`src/rtl/eco32_core_lsu_dcm_pkg.sv`:
```
// Shared DCM packet types and constants: FSM encoding, word/iid widths,
// header length-field position and the length clip helper.
package eco32_core_lsu_dcm_pkg;

  localparam int DCM_WORD_W      = 72;
  localparam int DCM_IID_W       = 4;
  localparam int DCM_LEN_W       = 4;
  localparam int DCM_HDR_LEN_MSB = 67;
  localparam int DCM_HDR_LEN_LSB = 64;

  typedef enum logic {
    ST_IDLE = 1'b0,
    ST_PLD  = 1'b1
  } ptx_state_e;

  function automatic logic [DCM_LEN_W-1:0] dcm_clip_len(
    input logic [DCM_LEN_W-1:0] len,
    input logic [DCM_LEN_W-1:0] max_len
  );
    return (len > max_len) ? max_len : len;
  endfunction

endpackage

```
`src/rtl/eco32_core_lsu_dcm_ptx_oreg.sv`:
```
// Single registered link stage: loads on demand, drops valid once the link
// takes the word, and reports whether it can accept a new word this cycle.
module eco32_core_lsu_dcm_ptx_oreg
  import eco32_core_lsu_dcm_pkg::*;
(
  input  logic                  clk,
  input  logic                  rst_n,
  input  logic                  load,
  input  logic                  ld_sof,
  input  logic                  ld_eof,
  input  logic [DCM_WORD_W-1:0] ld_data,
  input  logic [DCM_IID_W-1:0]  ld_iid,
  input  logic                  o_rdy,
  output logic                  free,
  output logic                  o_stb,
  output logic                  o_sof,
  output logic                  o_eof,
  output logic [DCM_WORD_W-1:0] o_data,
  output logic [DCM_IID_W-1:0]  o_iid
);

  // Handshake: a word transfers on o_stb && o_rdy; while o_stb && !o_rdy the
  // register holds all fields and refuses new loads.
  assign free = !o_stb || o_rdy;

  always_ff @(posedge clk or negedge rst_n) begin
    if (!rst_n) begin
      o_stb  <= 1'b0;
      o_sof  <= 1'b0;
      o_eof  <= 1'b0;
      o_data <= '0;
      o_iid  <= '0;
    end else if (load) begin
      o_stb  <= 1'b1;
      o_sof  <= ld_sof;
      o_eof  <= ld_eof;
      o_data <= ld_data;
      o_iid  <= ld_iid;
    end else if (o_rdy) begin
      o_stb  <= 1'b0;
    end
  end

endmodule

```
`src/rtl/eco32_core_lsu_dcm_ptx.sv`:
```
// DCM outbound packet transmitter: drains header/payload words into one framed
// link stage. Optional payload id check: ECO32_DCM_PTX_IID_CHECK_EN.
module eco32_core_lsu_dcm_ptx
  import eco32_core_lsu_dcm_pkg::*;
#(
  parameter int PKT_MAX_LEN = 8
) (
  input  logic                  clk,
  input  logic                  rst_n,
  input  logic                  i_hdr_stb,
  output logic                  i_hdr_ack,
  input  logic                  i_data_stb,
  output logic                  i_data_flush,
  input  logic [DCM_WORD_W-1:0] i_data,
  input  logic [DCM_IID_W-1:0]  i_iid,
  output logic                  o_stb,
  output logic                  o_sof,
  output logic                  o_eof,
  output logic [DCM_WORD_W-1:0] o_data,
  output logic [DCM_IID_W-1:0]  o_iid,
  input  logic                  o_rdy,
  output logic                  o_err,
  output logic [15:0]           o_pkt_cnt,
  output ptx_state_e            dbg_state
);

  localparam logic [DCM_LEN_W-1:0] MAX_LEN = DCM_LEN_W'(PKT_MAX_LEN);

  ptx_state_e           state, state_nxt;
  logic [DCM_LEN_W-1:0] rem, rem_nxt;
  logic [DCM_LEN_W-1:0] hdr_len, len_clip;
  logic                 free, load, ld_sof, ld_eof, err_set;
  logic [DCM_IID_W-1:0] ld_iid;
`ifdef ECO32_DCM_PTX_IID_CHECK_EN
  logic [DCM_IID_W-1:0] pkt_iid;
`endif

  assign hdr_len   = i_data[DCM_HDR_LEN_MSB:DCM_HDR_LEN_LSB];
  assign len_clip  = dcm_clip_len(hdr_len, MAX_LEN);
  assign dbg_state = state;

  // Acks are gated by rst_n so upstream sees none while reset is held.
  always_comb begin
    state_nxt    = state;
    rem_nxt      = rem;
    load         = 1'b0;
    ld_sof       = 1'b0;
    ld_eof       = 1'b0;
    ld_iid       = i_iid;
    i_hdr_ack    = 1'b0;
    i_data_flush = 1'b0;
    err_set      = 1'b0;
    case (state)
      ST_IDLE: begin
        if (i_hdr_stb) begin
          i_hdr_ack = rst_n && free;
          if (i_hdr_ack) begin
            load    = 1'b1;
            ld_sof  = 1'b1;
            ld_eof  = (len_clip == '0);
            rem_nxt = len_clip;
            err_set = (hdr_len > MAX_LEN);
            if (len_clip != '0) state_nxt = ST_PLD;
          end
        end else if (i_data_stb) begin
          // Stray payload outside a frame is discarded, never transmitted.
          i_data_flush = rst_n && free;
          err_set      = 1'b1;
        end
      end
      ST_PLD: begin
        err_set = i_hdr_stb;
        if (i_data_stb) begin
          i_data_flush = rst_n && free;
          if (i_data_flush) begin
            load    = 1'b1;
            ld_eof  = (rem == 4'd1);
            rem_nxt = rem - 4'd1;
            if (rem == 4'd1) state_nxt = ST_IDLE;
`ifdef ECO32_DCM_PTX_IID_CHECK_EN
            ld_iid = pkt_iid;
            if (i_iid != pkt_iid) err_set = 1'b1;
`endif
          end
        end
      end
      default: state_nxt = ST_IDLE;
    endcase
  end

  always_ff @(posedge clk or negedge rst_n) begin
    if (!rst_n) begin
      state     <= ST_IDLE;
      rem       <= '0;
      o_err     <= 1'b0;
      o_pkt_cnt <= '0;
    end else begin
      state <= state_nxt;
      rem   <= rem_nxt;
      if (err_set) o_err <= 1'b1;
      if (o_stb && o_rdy && o_eof) o_pkt_cnt <= o_pkt_cnt + 16'd1;
    end
  end

`ifdef ECO32_DCM_PTX_IID_CHECK_EN
  always_ff @(posedge clk or negedge rst_n) begin
    if (!rst_n)         pkt_iid <= '0;
    else if (i_hdr_ack) pkt_iid <= i_iid;
  end
`endif

  eco32_core_lsu_dcm_ptx_oreg u_oreg (
    .clk     (clk),
    .rst_n   (rst_n),
    .load    (load),
    .ld_sof  (ld_sof),
    .ld_eof  (ld_eof),
    .ld_data (i_data),
    .ld_iid  (ld_iid),
    .o_rdy   (o_rdy),
    .free    (free),
    .o_stb   (o_stb),
    .o_sof   (o_sof),
    .o_eof   (o_eof),
    .o_data  (o_data),
    .o_iid   (o_iid)
  );

endmodule

```
`config.mk`:
```
export PLATFORM = sky130hd
export DESIGN_NAME = eco32_core_lsu_dcm_ptx
export DESIGN_NICKNAME = d
export VERILOG_FILES = /design/src/rtl/eco32_core_lsu_dcm_pkg.sv /design/src/rtl/eco32_core_lsu_dcm_ptx_oreg.sv /design/src/rtl/eco32_core_lsu_dcm_ptx.sv
export SDC_FILE = /design/constraint.sdc
export NUM_CORES = 1
export LEC_CHECK = 0
export BUFFER_PORTS_ARGS = -buffer_cell sky130_fd_sc_hd__buf_4
export CAP_MARGIN = 20
export CORE_MARGIN = 3
export CORE_UTILIZATION = 40
export CTS_CLUSTER_DIAMETER = 50
export DETAILED_ROUTE_END_ITERATION = 6
export PLACE_DENSITY = 0.69
export RECOVER_POWER = 25
export SYNTH_ARGS = -nofsm -noshare
export SYNTH_HDL_FRONTEND = slang
export SYNTH_SLANG_ARGS = --single-unit
```
`constraint.sdc`:
```
create_clock -name clk -period 5.27 [get_ports clk]
set_clock_uncertainty 0.2 [all_clocks]
set_input_delay 1.3175 -clock clk [delete_from_list [all_inputs] [get_ports clk]]
set_output_delay 1.3175 -clock clk [all_outputs]
set_load 0.02 [all_outputs]
```
==> qor.txt <==
Status -> finished clean
Clk slew on worst S/H paths -> 0.09 ns
Hold depth -> 1
Crit-path cells -> buf_4, nand3_1, a21oi_1, buf_4
GRT Residual Overflow -> 0
CTS tree -> yes
Comb pwr share -> 0.379
Max-cap viol count -> 0
Headroom to the max-slew limit -> 0.468
Initial antenna violation count -> 0
Mean Syn Cell Area -> 15.9 um^2
Worst setup SP type -> input port
GRT Total Usage -> 0.158
XOR/XNOR Fraction of Synth Area -> 0.0297
Clk pwr share -> 0.211
Area grow syn2layout -> 35.1%
Vias -> 2,850
CP max FO -> 59
Wire per inst -> 15.9 um
Post-Place Cells -> 584
Sequential share of power -> 0.410
Leakage Power -> 0.00307 uW
IO Pins -> 180
CTS root buffer -> clkbuf_8
Critical Path AT -> 2.50 ns
Fin nets -> 543
Max Root-Sink Buffers -> 2
Syn nets -> 362
Number of global-route vias before repair -> 3,043
Setup Buffers After CTS -> 0
Psw -> 879 uW
Layout fillers -> 903
Initial Utilization -> 0.419
Die Y -> 111 um
Largest net degree at the start of global routing -> 60
Largest area contributor in the netlist -> dfrtp_1
Worst Max-Slew Pin Slew -> 0.797 ns
Final setup violation count -> 0
Worst path top cell family by delay -> buffers and inverters
Hold_sp -> o_pkt_cnt[15]
Hold Path Class -> register to register
Top-area cell type share of the netlist area -> 0.571
CP Capture Type -> output pin
Multi-input gate area -> 0.00168 mm^2
RePlAce Congestion -> 0.761
Met3 usage -> 0.0573
Share of cells above drive strength 1 -> 0.592
Main combinational cell family by area after synthesis -> multiplexers
Die width -> 111 um
Placed cell area -> 0.00577 mm^2
Core Region -> 0.0106 mm^2
Crit path required time -> 3.75 ns
Pre-antenna DRT Iters -> 4
Final hold violations -> 0
Final Cycle Share -> 0.763
Hold-fix buffers at CTS -> 0
Crit-path max cell delay -> 0.57 ns
Register area -> 0.00253 mm^2
Kind of critical path -> input port to output pin
Num rows -> 37
Worst Hold End -> o_pkt_cnt[15]
TritonCTS buffer count -> 9
RR Startpoint -> dbg_state
Mux share of post-synthesis cell area -> 0.254
Setup slack after layout -> 1.25 ns
Most used cell, CP -> buf_4
Post-synthesis register bit count -> 101
Met1 usage -> 0.203
FF-to-FF path depth -> 6
R2R Path End -> rem[3]
Power Dens Cells -> 455 mW/mm^2
H-tree depth -> 3
Synthesized area -> 0.00442 mm^2
Post-route cell area -> 0.00598 mm^2
Worst path buffer plus inverter count -> 2
Post-Synthesis Cells -> 278
Netlist cell types -> 36
Post-Synth Adder-Cell Area -> 0.00849
Ant diodes -> 0
Die footprint -> 0.0124 mm^2
Final WL -> 9550 um
CTS resizes -> 0
Sw Ratio -> 0.323
Pre-CTS WS -> 1.18 ns
Via density -> 4.76
Worst path slowest cell -> buf_4
Setup total negative slack -> 0 ns
Drt drc -> 0
Flop-to-flop setup slack -> 1.94 ns
PortBufs -> 179
DR iter-0 viols -> 107
TritonCTS Sinks -> 101
Unrepaired setup endpoints after global routing -> false
Post-synthesis sequential area ratio -> 0.571
Dpl hpwl -> 6810 um
Yosys warns -> 0
Fmax -> 249 MHz
DRT antenna net count -> 0
Synth area leaders -> dfrtp_1, mux2_4, buf_12
Pint -> 1840 uW
Fin cells -> 599
Clk_lat worst skew -> 0.35 ns
First-pass GRT wire length -> 15,900 um
Post-Synth Simple-Gate Area -> 0.0603
M2 GR Usage -> 0.256
Compound-Gate Fraction of Synth Area -> 0.0280
Busiest metal layer after global routing -> met2
Maximum vdd ir drop -> 0.242 mV
Pins Over Slew Limit -> 0
Crit path time final -> 4.02 ns
[cell usage after synthesis, drive strengths merged]
cell type  count
a211o          2
a211oi         1
a21oi          3
a221oi         1
a31oi          1
and3           3
and4           2
buf           12
dfrtp        101
ha             3
inv            6
mux2          77
nand2         16
nand2b         1
nand3          4
nand3b         1
nand4          5
nor2           3
nor3           6
nor3b          2
nor4           1
o21ai          5
o22a           1
o31ai          2
o41ai          1
or2            2
or4            1
xnor2         10
xor2           5
[flip-flops by register name, summed over array words and instances, names as in the netlist]
signal	count
o_err	1
u_oreg.o_iid	4
u_oreg.o_data	72
u_oreg.o_eof	1
rem	4
o_pkt_cnt	16
u_oreg.o_sof	1
dbg_state	1
u_oreg.o_stb	1
[how the worst max path moves through the flow]
stage | start | end | slack (ns) | cells after the start
2_1_floorplan | o_rdy | i_hdr_ack | 1.53 | 5
3_3_place_gp | rst_n | i_data_flush | 1.18 | 4
3_5_place_dp | rst_n | i_data_flush | 1.18 | 4
4_1_cts | rst_n | i_data_flush | 1.18 | 4
5_1_grt | rst_n | i_data_flush | 1.06 | 4
6_report | rst_n | i_data_flush | 1.25 | 4
[per-layer routing]
layer / share of wire / vias up / wire length, um
li1: - / 1330 / -
met1: 0.43 / 1386 / 4090
met2: 0.48 / 123 / 4560
met3: 0.084 / 11 / 802
met4: 0.011 / 0 / 102
met5: 0 / - / 0
[metrics by stage]
stage / hold WS (ns) / total power [uW] / utilization
after floorplan: 0.271 / 1760 / -
after global placement: 0.261 / 2160 / 0.546
after detailed placement: 0.276 / 2180 / 0.546
after CTS: 0.293 / 2770 / 0.569
after global routing: 0.311 / 2870 / 0.566
final: 0.294 / 2720 / 0.566
[logic make-up after synthesis]
| group | Yosys count |
|---|---|
| buffers and inverters | 18 |
| muxes | 77 |
| AOI/OAI and AO/OA | 17 |
| xor gates and xnor gates | 15 |
| and+or+nand+nor | 47 |
| DFF | 101 |
| adders and majority gates | 3 |
[final cells by class]
| class | instances | area share |
|---|---|---|
| Sequential cell | 101 | 0.423 |
| Inverter | 6 | 0.00377 |
| Clock inverter | 6 | 0.0186 |
| Multi-Input combinational cell | 159 | 0.281 |
| Tap cell | 136 | 0.0285 |
| Timing Repair Buffer | 182 | 0.225 |
| Clock buffer | 9 | 0.0207 |
[cells in the final DEF (no fill, tap or decap), types with 2 or more instances in the layout]
master	Yosys	routed
and3_1	3	3
mux2_4	68	68
xor2_1	5	5
ha_1	3	3
inv_1	6	6
xnor2_1	10	10
nand3_1	3	3
nor2_1	3	3
nor3b_1	2	2
clkbuf_8	0	9
o21ai_0	5	5
a211o_1	2	2
a21oi_1	3	3
clkbuf_1	0	6
buf_4	2	176
dfrtp_1	101	101
nand2_1	16	16
or2_2	2	2
bufinv_16	0	3
and4_1	2	2
nand4_1	5	5
mux2_2	9	9
nor3_1	4	5
[power groups by stage]
stage	registers, uW	clock network (uW)	logic [uW]
after detailed placement	1130	0	1050
after global routing	1150	628	1090
after CTS	1120	597	1060
final	1110	575	1030
after global placement	1120	0	1040
after floorplan	1340	0	411
Power figures use the tool's default switching activity.
